## config.mk

```make
export PLATFORM = sky130hd
export DESIGN_NAME = regfile_write_arbiter_flat
export DESIGN_NICKNAME = d
export VERILOG_FILES = /design/src/rtl/regfile_write_arbiter_if.sv /design/src/rtl/regfile_write_arbiter.sv /design/src/flat_wrapper.sv
export SDC_FILE = /design/constraint.sdc
export NUM_CORES = 1
export LEC_CHECK = 0
export CAP_MARGIN = 0
export CORE_UTILIZATION = 30
export CTS_BUF_LIST = sky130_fd_sc_hd__clkbuf_16
export CTS_CLUSTER_DIAMETER = 150
export DETAILED_ROUTE_END_ITERATION = 10
export PLACE_DENSITY_LB_ADDON = 0.05
export RECOVER_POWER = 25
export SLEW_MARGIN = 15
export SYNTH_ARGS = -nofsm -noshare
export SYNTH_HDL_FRONTEND = slang
export SYNTH_SLANG_ARGS = --single-unit
```

## constraint.sdc

```tcl
create_clock -name clock -period 1.6 [get_ports clock]
set_input_delay 0.32 -clock clock [delete_from_list [all_inputs] [get_ports clock]]
set_output_delay 0.32 -clock clock [all_outputs]
set_load 0.01 [all_outputs]
```

## src/rtl/regfile_write_arbiter_if.sv

```systemverilog
// Write-port bus between the two writeback requesters and the register file.
// Groups both valid/ready request channels, the clear-sweep controls and the
// registered register-file write port.
//   master : requester side (drives requests and clear_req, sees ready/write port)
//   slave  : arbiter side (sees requests, drives ready, clear_busy and write port)
interface regfile_write_arbiter_if #(
  parameter int DATA_WIDTH = 16,
  parameter int ADDR_WIDTH = 3
);
  logic                  req0_valid;
  logic [ADDR_WIDTH-1:0] req0_addr;
  logic [DATA_WIDTH-1:0] req0_data;
  logic                  req0_ready;
  logic                  req1_valid;
  logic [ADDR_WIDTH-1:0] req1_addr;
  logic [DATA_WIDTH-1:0] req1_data;
  logic                  req1_ready;
  logic                  clear_req;
  logic                  clear_busy;
  logic                  write;
  logic [ADDR_WIDTH-1:0] writeAddress;
  logic [DATA_WIDTH-1:0] writeData;

  modport master (
    output req0_valid, req0_addr, req0_data,
    output req1_valid, req1_addr, req1_data,
    output clear_req,
    input  req0_ready, req1_ready, clear_busy,
    input  write, writeAddress, writeData
  );

  modport slave (
    input  req0_valid, req0_addr, req0_data,
    input  req1_valid, req1_addr, req1_data,
    input  clear_req,
    output req0_ready, req1_ready, clear_busy,
    output write, writeAddress, writeData
  );
endinterface

```

## src/rtl/regfile_write_arbiter.sv

```systemverilog
// Shares the register file's single write port between port 0 (ALU writeback)
// and port 1 (load writeback) using round-robin arbitration, and sequences a
// clear sweep that writes CLEAR_VALUE to every register, one per cycle.
// Ports:
//   clock : rising-edge clock
//   reset : synchronous, active-high reset
//   bus   : slave side of regfile_write_arbiter_if (requests, ready,
//           clear_req/clear_busy, registered write/writeAddress/writeData)
module regfile_write_arbiter #(
  parameter int                    DATA_WIDTH  = 16,
  parameter int                    ADDR_WIDTH  = 3,
  parameter logic [DATA_WIDTH-1:0] CLEAR_VALUE = '0
) (
  input logic                    clock,
  input logic                    reset,
  regfile_write_arbiter_if.slave bus
);
  localparam int NUM_REGS = 2 ** ADDR_WIDTH;

  typedef enum logic {IDLE, CLEAR} state_t;

  state_t                state, state_n;
  logic [ADDR_WIDTH-1:0] cnt, cnt_n;
  logic                  last_grant, last_grant_n;
  logic                  busy, busy_n;
  logic                  wr, wr_n;
  logic [ADDR_WIDTH-1:0] waddr, waddr_n;
  logic [DATA_WIDTH-1:0] wdata, wdata_n;
  logic                  rdy0, rdy1;

  always_ff @(posedge clock) begin
    if (reset) begin
      state      <= IDLE;
      cnt        <= '0;
      last_grant <= 1'b1;
      busy       <= 1'b0;
      wr         <= 1'b0;
      waddr      <= '0;
      wdata      <= '0;
    end else begin
      state      <= state_n;
      cnt        <= cnt_n;
      last_grant <= last_grant_n;
      busy       <= busy_n;
      wr         <= wr_n;
      waddr      <= waddr_n;
      wdata      <= wdata_n;
    end
  end

  always_comb begin
    rdy0         = 1'b0;
    rdy1         = 1'b0;
    state_n      = state;
    cnt_n        = cnt;
    last_grant_n = last_grant;
    busy_n       = busy;
    wr_n         = 1'b0;
    waddr_n      = waddr;
    wdata_n      = wdata;

    case (state)
      IDLE: begin
        // A clear request blocks both ports for this cycle.
        if (!bus.clear_req) begin
          if (bus.req0_valid && bus.req1_valid) begin
            rdy0 = last_grant;
            rdy1 = !last_grant;
          end else begin
            rdy0 = bus.req0_valid;
            rdy1 = bus.req1_valid;
          end
        end

        if (bus.clear_req) begin
          state_n = CLEAR;
          busy_n  = 1'b1;
          cnt_n   = ADDR_WIDTH'(1);
          wr_n    = 1'b1;
          waddr_n = '0;
          wdata_n = CLEAR_VALUE;
        end else if (rdy0) begin
          wr_n         = 1'b1;
          waddr_n      = bus.req0_addr;
          wdata_n      = bus.req0_data;
          last_grant_n = 1'b0;
        end else if (rdy1) begin
          wr_n         = 1'b1;
          waddr_n      = bus.req1_addr;
          wdata_n      = bus.req1_data;
          last_grant_n = 1'b1;
        end
      end

      CLEAR: begin
        wr_n    = 1'b1;
        waddr_n = cnt;
        wdata_n = CLEAR_VALUE;
        cnt_n   = cnt + ADDR_WIDTH'(1);
        // Busy drops together with the final sweep write.
        if (cnt == ADDR_WIDTH'(NUM_REGS - 1)) begin
          state_n = IDLE;
          busy_n  = 1'b0;
        end
      end

      default: state_n = IDLE;
    endcase
  end

  assign bus.req0_ready   = rdy0;
  assign bus.req1_ready   = rdy1;
  assign bus.clear_busy   = busy;
  assign bus.write        = wr;
  assign bus.writeAddress = waddr;
  assign bus.writeData    = wdata;
endmodule

```

## src/flat_wrapper.sv

```systemverilog
// flat-port wrapper written by rule: the top's interface ports become plain ports
module regfile_write_arbiter_flat 
#(
  parameter int                    DATA_WIDTH  = 16,
  parameter int                    ADDR_WIDTH  = 3,
  parameter logic [DATA_WIDTH-1:0] CLEAR_VALUE = '0
)
  (clock, reset, bus_req0_valid, bus_req0_addr, bus_req0_data, bus_req1_valid, bus_req1_addr, bus_req1_data, bus_clear_req, bus_req0_ready, bus_req1_ready, bus_clear_busy, bus_write, bus_writeAddress, bus_writeData);
  regfile_write_arbiter_if #(.DATA_WIDTH(DATA_WIDTH), .ADDR_WIDTH(ADDR_WIDTH)) bus_i ();
  input logic clock;
  input logic reset;
  input wire logic [$bits(bus_i.req0_valid)-1:0] bus_req0_valid;
  input wire logic [$bits(bus_i.req0_addr)-1:0] bus_req0_addr;
  input wire logic [$bits(bus_i.req0_data)-1:0] bus_req0_data;
  input wire logic [$bits(bus_i.req1_valid)-1:0] bus_req1_valid;
  input wire logic [$bits(bus_i.req1_addr)-1:0] bus_req1_addr;
  input wire logic [$bits(bus_i.req1_data)-1:0] bus_req1_data;
  input wire logic [$bits(bus_i.clear_req)-1:0] bus_clear_req;
  output wire logic [$bits(bus_i.req0_ready)-1:0] bus_req0_ready;
  output wire logic [$bits(bus_i.req1_ready)-1:0] bus_req1_ready;
  output wire logic [$bits(bus_i.clear_busy)-1:0] bus_clear_busy;
  output wire logic [$bits(bus_i.write)-1:0] bus_write;
  output wire logic [$bits(bus_i.writeAddress)-1:0] bus_writeAddress;
  output wire logic [$bits(bus_i.writeData)-1:0] bus_writeData;
  assign bus_i.req0_valid = bus_req0_valid;
  assign bus_i.req0_addr = bus_req0_addr;
  assign bus_i.req0_data = bus_req0_data;
  assign bus_i.req1_valid = bus_req1_valid;
  assign bus_i.req1_addr = bus_req1_addr;
  assign bus_i.req1_data = bus_req1_data;
  assign bus_i.clear_req = bus_clear_req;
  assign bus_req0_ready = bus_i.req0_ready;
  assign bus_req1_ready = bus_i.req1_ready;
  assign bus_clear_busy = bus_i.clear_busy;
  assign bus_write = bus_i.write;
  assign bus_writeAddress = bus_i.writeAddress;
  assign bus_writeData = bus_i.writeData;
  regfile_write_arbiter #(.DATA_WIDTH(DATA_WIDTH), .ADDR_WIDTH(ADDR_WIDTH), .CLEAR_VALUE(CLEAR_VALUE)) u_core (.clock(clock), .reset(reset), .bus(bus_i));
endmodule
```

==> summary.md, run 1 <==
| Metric | Value |
|---|---|
| Clk buf depth | 2 |
| Pre-CTS setup slack | -0.452 ns |
| Unrepaired setup endpoints after global routing | false |
| Area Overhead vs Synth | 71.4% |
| Post-layout minimum cycle time | ~1.5 ns |
| Die area | 4260 um2 |
| Synthesized area per cell | just over 9 um2 |
| Vias in the first global route | roughly 1,200 |
| Worst EP required | about 1.3 ns |
| Clock Tree Root | clkbuf_16 |
| Antenna Cells | 0 |
| Max-slew violation count | 0 |
| Cell at the slowest stage of the critical path | dlygate4sd2_1 |
| Setup Viol. Count Final | 0 |
| Die X | about 65 um |
| CP Data Arrival Time | 1.18 ns |
| DRC errors left | 0 |
| Post-Layout Cell Count | between 200 and 300 |
| Reg-to-Reg Start | u_core.state |
| Fmax | ~670 MHz |
| CTS H-tree lvls | 1 |
| Final Hold Vio Count | 0 |
| CP Launch Type | input port |
| Final cycle utilization of the critical path | 0.935 |
| Routed Antenna Nets | 0 |
| Core area | 3740 um2 |
| Cell family with most CP delay | buffers and inverters |
| Post-synthesis register bit count | 26 |
| Total number of yosys warnings | 0 |
| DRT iter0 DRCs | 17 |
| # port buffers | 65 |
| Critical R2R Capture | u_core.bus.writeData[13] |
| Post-Syn Instances | 130 |
| TritonRoute pass-1 iters | 3 |
| Crit path depth | 5 |
| Cell Area, Synth | around 1200 um2 |
| Layout cells sized above 1 | 0.146 |
| Gr usage total | 0.155 |
| Critical path origin | bus_clear_req |
| CTS tree | yes |
| Worst Setup EP | bus_req1_ready |
| Total congestion overflow | 0 |
| DP Area | between 1500 and 2000 um2 |
| Io pins | 66 |
| Vias per Instance | between 4 and 5 |
| Worst hold slack | around 0.46 ns |
| CTS sink count | 26 |
| Clock Latency Late Sink | about 0.26 ns |
| Tightest Pin Transition | between 0.5 and 0.6 ns |
| First-pass GRT wire length | between 5 and 6 mm |
| DR vias | 1,161 |
| Filler instances | about 370 |
| Cell area after layout | around 2100 um2 |
| Sequential area share after synthesis | 0.434 |
| Final WL | around 3.0 mm |
| Min setup slack post-route | ~0.10 ns |
| Post-CTS Setup Inserts | 0 |
| Cell taking the most area after synthesis | dfxtp_1 |
| Rows | 22 |
| Initial Util | 0.321 |
| Relative slew slack | 0.657 |
| Slowest stage delay, CP | roughly 0.28 ns |
| Power Total | about 1.6 mW |
| Synth top area share | 0.434 |
| VDD IR-drop max | approximately 0.43 mV |
| Die height | 65.2 um |
| Placer Congestion | just under 0.8 |
| Final nets | around 250 |
| Synth area leaders | dfxtp_1 43%, mux2i_1 13%, nand2_1 8.8% |
| Reg clk slew, reported paths | ~0.060 ns |
| Pwr Density | ~760 nW/um2 |
| MaxCap Viol Count | 0 |
| Worst R2R Setup Slack | roughly 0.18 ns |
| Register-to-Register Path Depth | 6 |
| Distinct cells, synth | 26 |
| Initial antenna violation count | 0 |
| HPWL Detailed | 2.36 mm |
| Syn Nets | between 150 and 200 |
| Worst hold path type | reg2reg |
| Placed cells | 250 |
| Crit-path cells | dlygate4sd2_1, nor2_2, nand2_1, a21oi_2, clkdlybuf4s15_2 |
| Drt wl/cell | between 10 and 15 um |
| Leak | between 0.8 and 0.9 nW |
| Status | finished, final reports clean |
| CP Class | in2out |
| Largest net degree at the start of global routing | 15 |
| CP bufs+invs | 2 |
| Setup Skew | 0.00216 ns |
| Crit path max fanout | 4 |
| CTS buffer count | 3 |
| Crit end category | output pin |
==> synthesized netlist by cell type, drive strengths merged <==
| library cell | count |
|---|---|
| nor2b | 2 |
| nand2b | 1 |
| ha | 2 |
| mux2 | 3 |
| or3 | 1 |
| nor3b | 2 |
| nand2 | 28 |
| a31oi | 1 |
| nor4 | 1 |
| buf | 5 |
| nor2 | 10 |
| o21ai | 17 |
| nand3b | 1 |
| clkbuf | 2 |
| o21a | 1 |
| mux2i | 16 |
| or2 | 2 |
| a21oi | 6 |
| a311oi | 3 |
| dfxtp | 26 |
==> repair_timing <==
| action | CTS | global route |
|---|---|---|
| gates cloned | 0 | 0 |
| hold buffers | 0 | 0 |
| endpoints found under the setup margin | 7 | 4 |
| gates resized for setup | 13 | 2 |
==> power by group <==
part / switching (mW) / internal, mW
registers: 0.0180 / 0.679
clock network: 0.213 / 0.334
logic: 0.118 / 0.205
total: 0.349 / 1.22
==> state kept, by name, indices dropped and copies added (netlist names) <==
register / cells
u_core.bus.writeData: 16
u_core.bus.writeAddress: 3
u_core.cnt: 3
u_core.bus.clear_busy: 1
u_core.bus.write: 1
u_core.last_grant: 1
u_core.state: 1
==> worst min-delay path: stages, from the launching register on <==
cell     delay [ns]
dfxtp_1        0.31
nand2_1        0.05
o21ai_1        0.05
==> worst min path at each step <==
stage | start | end | slack (ns) | depth (start not counted)
6_report | u_core.bus.writeData[8] | u_core.bus.writeData[8] | 0.46 | 2
5_1_grt | u_core.bus.writeData[3] | u_core.bus.writeData[3] | 0.49 | 2
4_1_cts | u_core.bus.writeData[8] | u_core.bus.writeData[8] | 0.46 | 2
3_5_place_dp | u_core.bus.writeData[6] | u_core.bus.writeData[6] | 0.45 | 2
3_3_place_gp | u_core.bus.writeData[9] | u_core.bus.writeData[9] | 0.44 | 2
2_1_floorplan | u_core.bus.writeData[2] | u_core.bus.writeData[2] | 0.47 | 2
==> metrics by stage <==
step	utilization	setup TNS [ns]
2_1_floorplan	-	0
3_3_place_gp	0.525	-5.03
3_5_place_dp	0.525	-5.49
4_1_cts	0.551	0
5_1_grt	0.549	0
6_report	0.549	0
==> cell type report <==
class	instances	area, um2	area share
multi-input cells	97	647	0.314
well taps	48	60.1	0.0292
flip-flops and latches	26	520	0.253
clock inverters	1	3.75	0.00182
repair buffers	79	751	0.365
clock buffers	3	75.1	0.0365
==> layer usage <==
metal,share of wire,GRT usage,up-vias
li1,-,-,602
met1,0.43,0.184,517
met2,0.50,0.268,38
met3,0.060,0.0451,4
met4,0.012,0.0489,0
met5,0,0,-
==> cells by family (layout without fill, tap and decap cells) <==
group,count (synthesis),after routing,synth area share
adders and majority gates,2,2,0.0209
DFF,26,26,0.434
buffers and inverters,7,83,0.0417
AOI/OAI and AO/OA,28,28,0.145
and+or+nand+nor,48,48,0.194
muxes,19,19,0.165
==> placed cells by master, fill, tap and decap left out, types with 3 or more instances in the layout <==
master,netlist,layout
clkbuf_16,0,3
nor2_1,9,9
o21ai_0,14,15
nand2_1,28,28
a21oi_1,6,5
buf_4,0,9
dfxtp_1,26,26
clkdlybuf4s50_1,0,59
mux2i_1,16,16
a311oi_2,3,3
No activity file was read; power rests on OpenSTA's default activity.
==> inputs of run 2 (changes only) <==
--- a/config.mk
+++ b/config.mk
@@ -10,6 +10,7 @@
 export CTS_BUF_LIST = sky130_fd_sc_hd__clkbuf_16
 export CTS_CLUSTER_DIAMETER = 150
 export DETAILED_ROUTE_END_ITERATION = 10
+export GPL_TIMING_DRIVEN = 0
 export PLACE_DENSITY_LB_ADDON = 0.05
 export RECOVER_POWER = 25
 export SLEW_MARGIN = 15
==> summary.md, run 2 (synthesis gave the netlist of run 1 again) <==
| Metric | Value |
|---|---|
| Initial antenna violation count | 0 |
| Placer Congestion | between 0.6 and 0.7 |
| Total congestion overflow | 0 |
| Pwr Density | 797 nW/um2 |
| Unrepaired setup endpoints after global routing | true |
| Die area | between 4000 and 5000 um2 |
| Status | finished, final reports clean |
| First-pass GRT wire length | 4.97 mm |
| Crit path depth | 6 |
| Most used cell along the critical path | buf_12 |
| TritonRoute pass-1 iters | 3 |
| DRT iter0 DRCs | 18 |
| Worst hold path type | reg2reg |
| Io pins | 66 |
| Core area | between 3000 and 4000 um2 |
| Number of flip-flops in the largest register | 16 |
| CTS buffer count | 3 |
| Drt wl/cell | 11.8 um |
| HPWL Detailed | about 2.3 mm |
| CTS tree | yes |
| Vias per Instance | roughly 4.5 |
| Die height | approximately 65 um |
| Vias in the first global route | 1,097 |
| CTS H-tree lvls | 1 |
| Gr usage total | 0.153 |
| Final WL | approximately 3.2 mm |
| Register-to-Register Path Depth | 7 |
| # port buffers | 65 |
| Initial Util | 0.321 |
| Final Hold Vio Count | 0 |
| Post-layout minimum cycle time | 1.57 ns |
| Max-slew violation count | 0 |
| Crit-path cells | nand2b_4, nand3b_4, buf_12, buf_12, nor2_4, buf_6 |
| Setup_tns | 0 ns |
| Reg clk slew, reported paths | approximately 0.070 ns |
| Routed Antenna Nets | 0 |
| Slowest stage delay, CP | about 0.33 ns |
| Rows | 22 |
| Largest net degree at the start of global routing | 16 |
| Final nets | ~270 |
| Cell at the slowest stage of the critical path | dfxtp_2 |
| CP Class | reg2out |
| Most frequent cells in the layout | 60 x clkdlybuf4s50_1, 28 x nand2_1, 27 x buf_4, 25 x dfxtp_1, 16 x mux2i_1 |
| MaxCap Viol Count | 0 |
| CTS sink count | 26 |
| Commonest non-fill, non-tap cell in the layout | clkdlybuf4s50_1 |
| VDD IR-drop max | around 0.63 mV |
| Cell family with most CP delay | buffers and inverters |
| Clock Tree Root | clkbuf_16 |
| Clock Latency Late Sink | between 0.2 and 0.3 ns |
| Worst EP required | between 1 and 1.5 ns |
| Antenna Cells | 0 |
| Area Overhead vs Synth | 88.1% |
| Relative slew slack | 0.667 |
| DR vias | 1,227 |
| Die X | about 65 um |
| Layout cells sized above 1 | 0.244 |
| CP Data Arrival Time | ~1.3 ns |
| WHS Path Cells | 2 |
| Setup Skew | 0.00326 ns |
| Clk buf depth | 2 |
| Crit end category | output pin |
| Leak | around 1 nW |
| Final cycle utilization of the critical path | 0.981 |
| Crit path max fanout | 7 |
| Tightest Pin Transition | between 0.4 and 0.5 ns |
| Setup Viol. Count Final | 0 |
| CP bufs+invs | 3 |
| CP Launch Type | flop |
| Power Total | 1.80 mW |
| DRC errors left | 0 |
| Fmax | 637 MHz |
| Hold_buf cts | 0 |
## run 2: changes by cell type in the layout (fill, tap and decap cells not counted), moves of 2 or more
cell            delta
buf_6              +2
buf_12             +2
clkbuf_2           +2
dlymetal6s2s_1     -2
nor2_4             +2
buf_4             +18
## run 2: power breakdown
group / switching [mW] / total [mW] / internal, mW
Combinational: 0.129 / 0.374 / 0.245
Sequential: 0.0186 / 0.698 / 0.679
Clock: 0.228 / 0.726 / 0.498
## run 2: worst reg2reg max path: cells and delay by family, from the launching register on
family / cells / cell delay [ns]
multiplexers: 1 / 0.30
AND/OR/NAND/NOR: 2 / 0.22
buffers and inverters: 3 / 0.40
AO/OA/AOI/OAI: 1 / 0.22
flip-flops: 1 / 0.33
## run 2: timing repair
action	in CTS	in global routing
endpoints found under the setup margin	16	4
gates cloned	0	0
pin swaps	1	1
gates resized for setup	25	7
buffers inserted	1	25
## run 2: stage by stage
stage                util  area (um2)  worst slack, ns  hold slack [ns]  cells
floorplan               -        1200            0.269            0.473    130
global placement    0.510        1910           -0.806            0.435    243
detailed placement  0.510        1910           -0.818            0.441    243
CTS                 0.554        2070          -0.0535            0.454    248
global route        0.603        2260          -0.0207            0.488    273
finish              0.603        2260           0.0302            0.450    273
## run 2: final timing paths
check	start	endpoint	slack, ns
setup reg to reg	u_core.last_grant	u_core.bus.writeAddress[2]	0.06
hold reg to reg	u_core.bus.writeData[8]	u_core.bus.writeData[8]	0.45
setup / recovery	u_core.last_grant	bus_req0_ready	0.03
hold / removal	u_core.bus.writeData[8]	u_core.bus.writeData[8]	0.45
## run 2: layer usage
metal / track usage / routed length [um]
met2: 0.289 / 1690
met1: 0.156 / 1270
met4: 0.0408 / 27
met5: 0 / 0
met3: 0.0573 / 242
## run 2: final cells by class
type | count | area (um2)
Multi-Input combinational cell | 97 | 658
Clock buffer | 3 | 75.1
Buffer | 7 | 72.6
Clock inverter | 1 | 30.0
Timing Repair Buffer | 91 | 840
Tap cell | 48 | 60.1
Sequential cell | 26 | 522
Fill cell | 349 | 1490
==> inputs of run 3 (changes only) <==
--- a/config.mk
+++ b/config.mk
@@ -6,7 +6,7 @@
 export NUM_CORES = 1
 export LEC_CHECK = 0
 export CAP_MARGIN = 0
-export CORE_UTILIZATION = 30
+export CORE_UTILIZATION = 38
 export CTS_BUF_LIST = sky130_fd_sc_hd__clkbuf_16
 export CTS_CLUSTER_DIAMETER = 150
 export DETAILED_ROUTE_END_ITERATION = 10
==> summary.md, run 3 (synthesis gave the netlist of run 1 again) <==
| Metric | Value |
|---|---|
| CTS sink count | 26 |
| Vias per Instance | 4.71 |
| Grt peak-use layer | met2 |
| CP Launch Type | flop |
| DRT iter0 DRCs | 31 |
| Crit path max fanout | 19 |
| First-pass GRT wire length | around 4.7 mm |
| Rows | 20 |
| Core area | between 3000 and 4000 um2 |
| CP bufs+invs | 2 |
| Reg clk slew, reported paths | about 0.060 ns |
| Largest net degree at the start of global routing | 15 |
| Critical R2R Capture | u_core.bus.writeAddress[2] |
| Worst hold start | u_core.bus.writeData[1] |
| GRT met2 Usage | 0.330 |
| Number of flip-flops in the largest register | 16 |
| Routed Antenna Nets | 0 |
| Most frequent cells in the layout | 60 x clkdlybuf4s50_1, 28 x nand2_1, 25 x dfxtp_1, 16 x mux2i_1, 14 x o21ai_0 |
| CTS H-tree lvls | 1 |
| Worst hold slack | approximately 0.45 ns |
| Cell at the slowest stage of the critical path | dfxtp_2 |
| DP Area | between 1500 and 2000 um2 |
| Switching Share | 0.224 |
| Worst EP required | approximately 1.3 ns |
| # port buffers | 65 |
| Pwr Density | around 780 nW/um2 |
| Drt wl/cell | approximately 12 um |
| Commonest non-fill, non-tap cell in the layout | clkdlybuf4s50_1 |
| Area Overhead vs Synth | 67.6% |
| Antenna Cells | 0 |
| Setup_tns | 0 ns |
| Clock Latency Late Sink | about 0.26 ns |
| Setup Viol. Count Final | 0 |
| Cell area after layout | 2010 um2 |
| VDD IR-drop max | approximately 0.45 mV |
| Clock share of power | 0.350 |
| Crit end category | output pin |
| Die X | 58.2 um |
| Initial antenna violation count | 0 |
| Logic pwr share | 0.202 |
| GR Layer Usage met3 | 0.0402 |
| Post-layout minimum cycle time | 1.52 ns |
| Status | finished, final reports clean |
| DR vias | around 1,200 |
| Hold Path Sink | u_core.bus.writeData[1] |
| Fmax | around 660 MHz |
| Crit-path cells | nand2b_4, nand3b_4, buf_12, nor2_2, buf_2 |
| Relative slew slack | 0.635 |
| Total congestion overflow | 0 |
| Post-Layout Cell Count | 246 |
| Leak | around 0.84 nW |
| Reg-to-Reg Start | u_core.state |
| TritonRoute pass-1 iters | 4 |
| Clk buf depth | 2 |
| Net Sw Power | 0.349 mW |
| Final core utilization | 0.664 |
| Layout cells sized above 1 | 0.149 |
| MaxCap Viol Count | 0 |
| Unrepaired setup endpoints after global routing | false |
| Gr usage total | 0.180 |
| Internal | about 1.2 mW |
| Placer Congestion | 0.759 |
| Final nets | around 250 |
| Worst R2R Setup Slack | about 0.15 ns |
| Worst hold path type | reg2reg |
| Final Hold Vio Count | 0 |
| Die height | around 58 um |
| Flop pwr share | 0.448 |
| DRC errors left | 0 |
| Vias in the first global route | ~1,100 |
| Final WL | roughly 3 mm |
| Io pins | 66 |
| Met1 global-route usage | 0.216 |
| Die area | between 3000 and 4000 um2 |
| CTS buffer count | 3 |
| Final cycle utilization of the critical path | 0.952 |
| Max-slew violation count | 0 |
| HPWL Detailed | approximately 2.2 mm |
| Initial Util | 0.396 |
| Placed cells | about 240 |
| Cell family with most CP delay | flip-flops |
| CTS tree | yes |
| Clock Tree Root | clkbuf_16 |
| WHS Path Cells | 2 |
| CP Class | reg2out |
| Slowest stage delay, CP | roughly 0.34 ns |
| Crit path depth | 5 |
| Setup Skew | roughly 0.0032 ns |
| CP Data Arrival Time | ~1.2 ns |
| Register-to-Register Path Depth | 5 |
| Tightest Pin Transition | between 0.5 and 0.6 ns |
-- run 3: layout make-up --
cell class	count	area, um2
sequential	26	522
tap	44	55.1
buffer	6	43.8
fill	282	1020
multi-input combinational	97	653
clock inverter	1	3.75
clock buffer	3	75.1
timing repair buffer	69	658
-- run 3: repair_timing --
action,in CTS,in global routing
pin swaps,1,1
endpoints found under the setup margin,16,12
setup buffers,1,3
hold buffers,0,0
resized for setup,14,13
-- run 3: tightest hold or removal path, cell delays in order (launching register included) --
cell and delay (ns):
dfxtp_1 0.32, nand2_1 0.05, o21ai_0 0.05
-- run 3: per-layer routing --
metal  part of all wire  vias to the layer above
li1                   -                      593
met1               0.43                      519
met2               0.51                       45
met3              0.064                        2
met4             0.0010                        0
met5                  0                        -
-- run 3: stage by stage --
step	power (mW)	setup WS [ns]
finish	1.56	0.0766
global route	1.64	0.0130
CTS	1.58	-0.230
detailed placement	1.02	-0.823
global placement	1.01	-0.808
floorplan	0.837	0.269
-- run 3: power groups by stage --
stage                     sequential (mW)  clock, mW  combinational [mW]
after CTS                           0.699      0.562               0.317
final                               0.699      0.547               0.315
after global routing                0.703      0.598               0.340
after detailed placement            0.712          0               0.310
after floorplan                     0.722          0               0.115
after global placement              0.710          0               0.304
-- run 3: worst max path at each step --
| stage | start | endpoint |
|---|---|---|
| after floorplan | u_core.last_grant | bus_req0_ready |
| after global placement | bus_clear_req | bus_req0_ready |
| after detailed placement | bus_clear_req | bus_req0_ready |
| after CTS | bus_req0_valid | bus_req0_ready |
| after global routing | u_core.last_grant | bus_req0_ready |
| final | u_core.last_grant | bus_req0_ready |
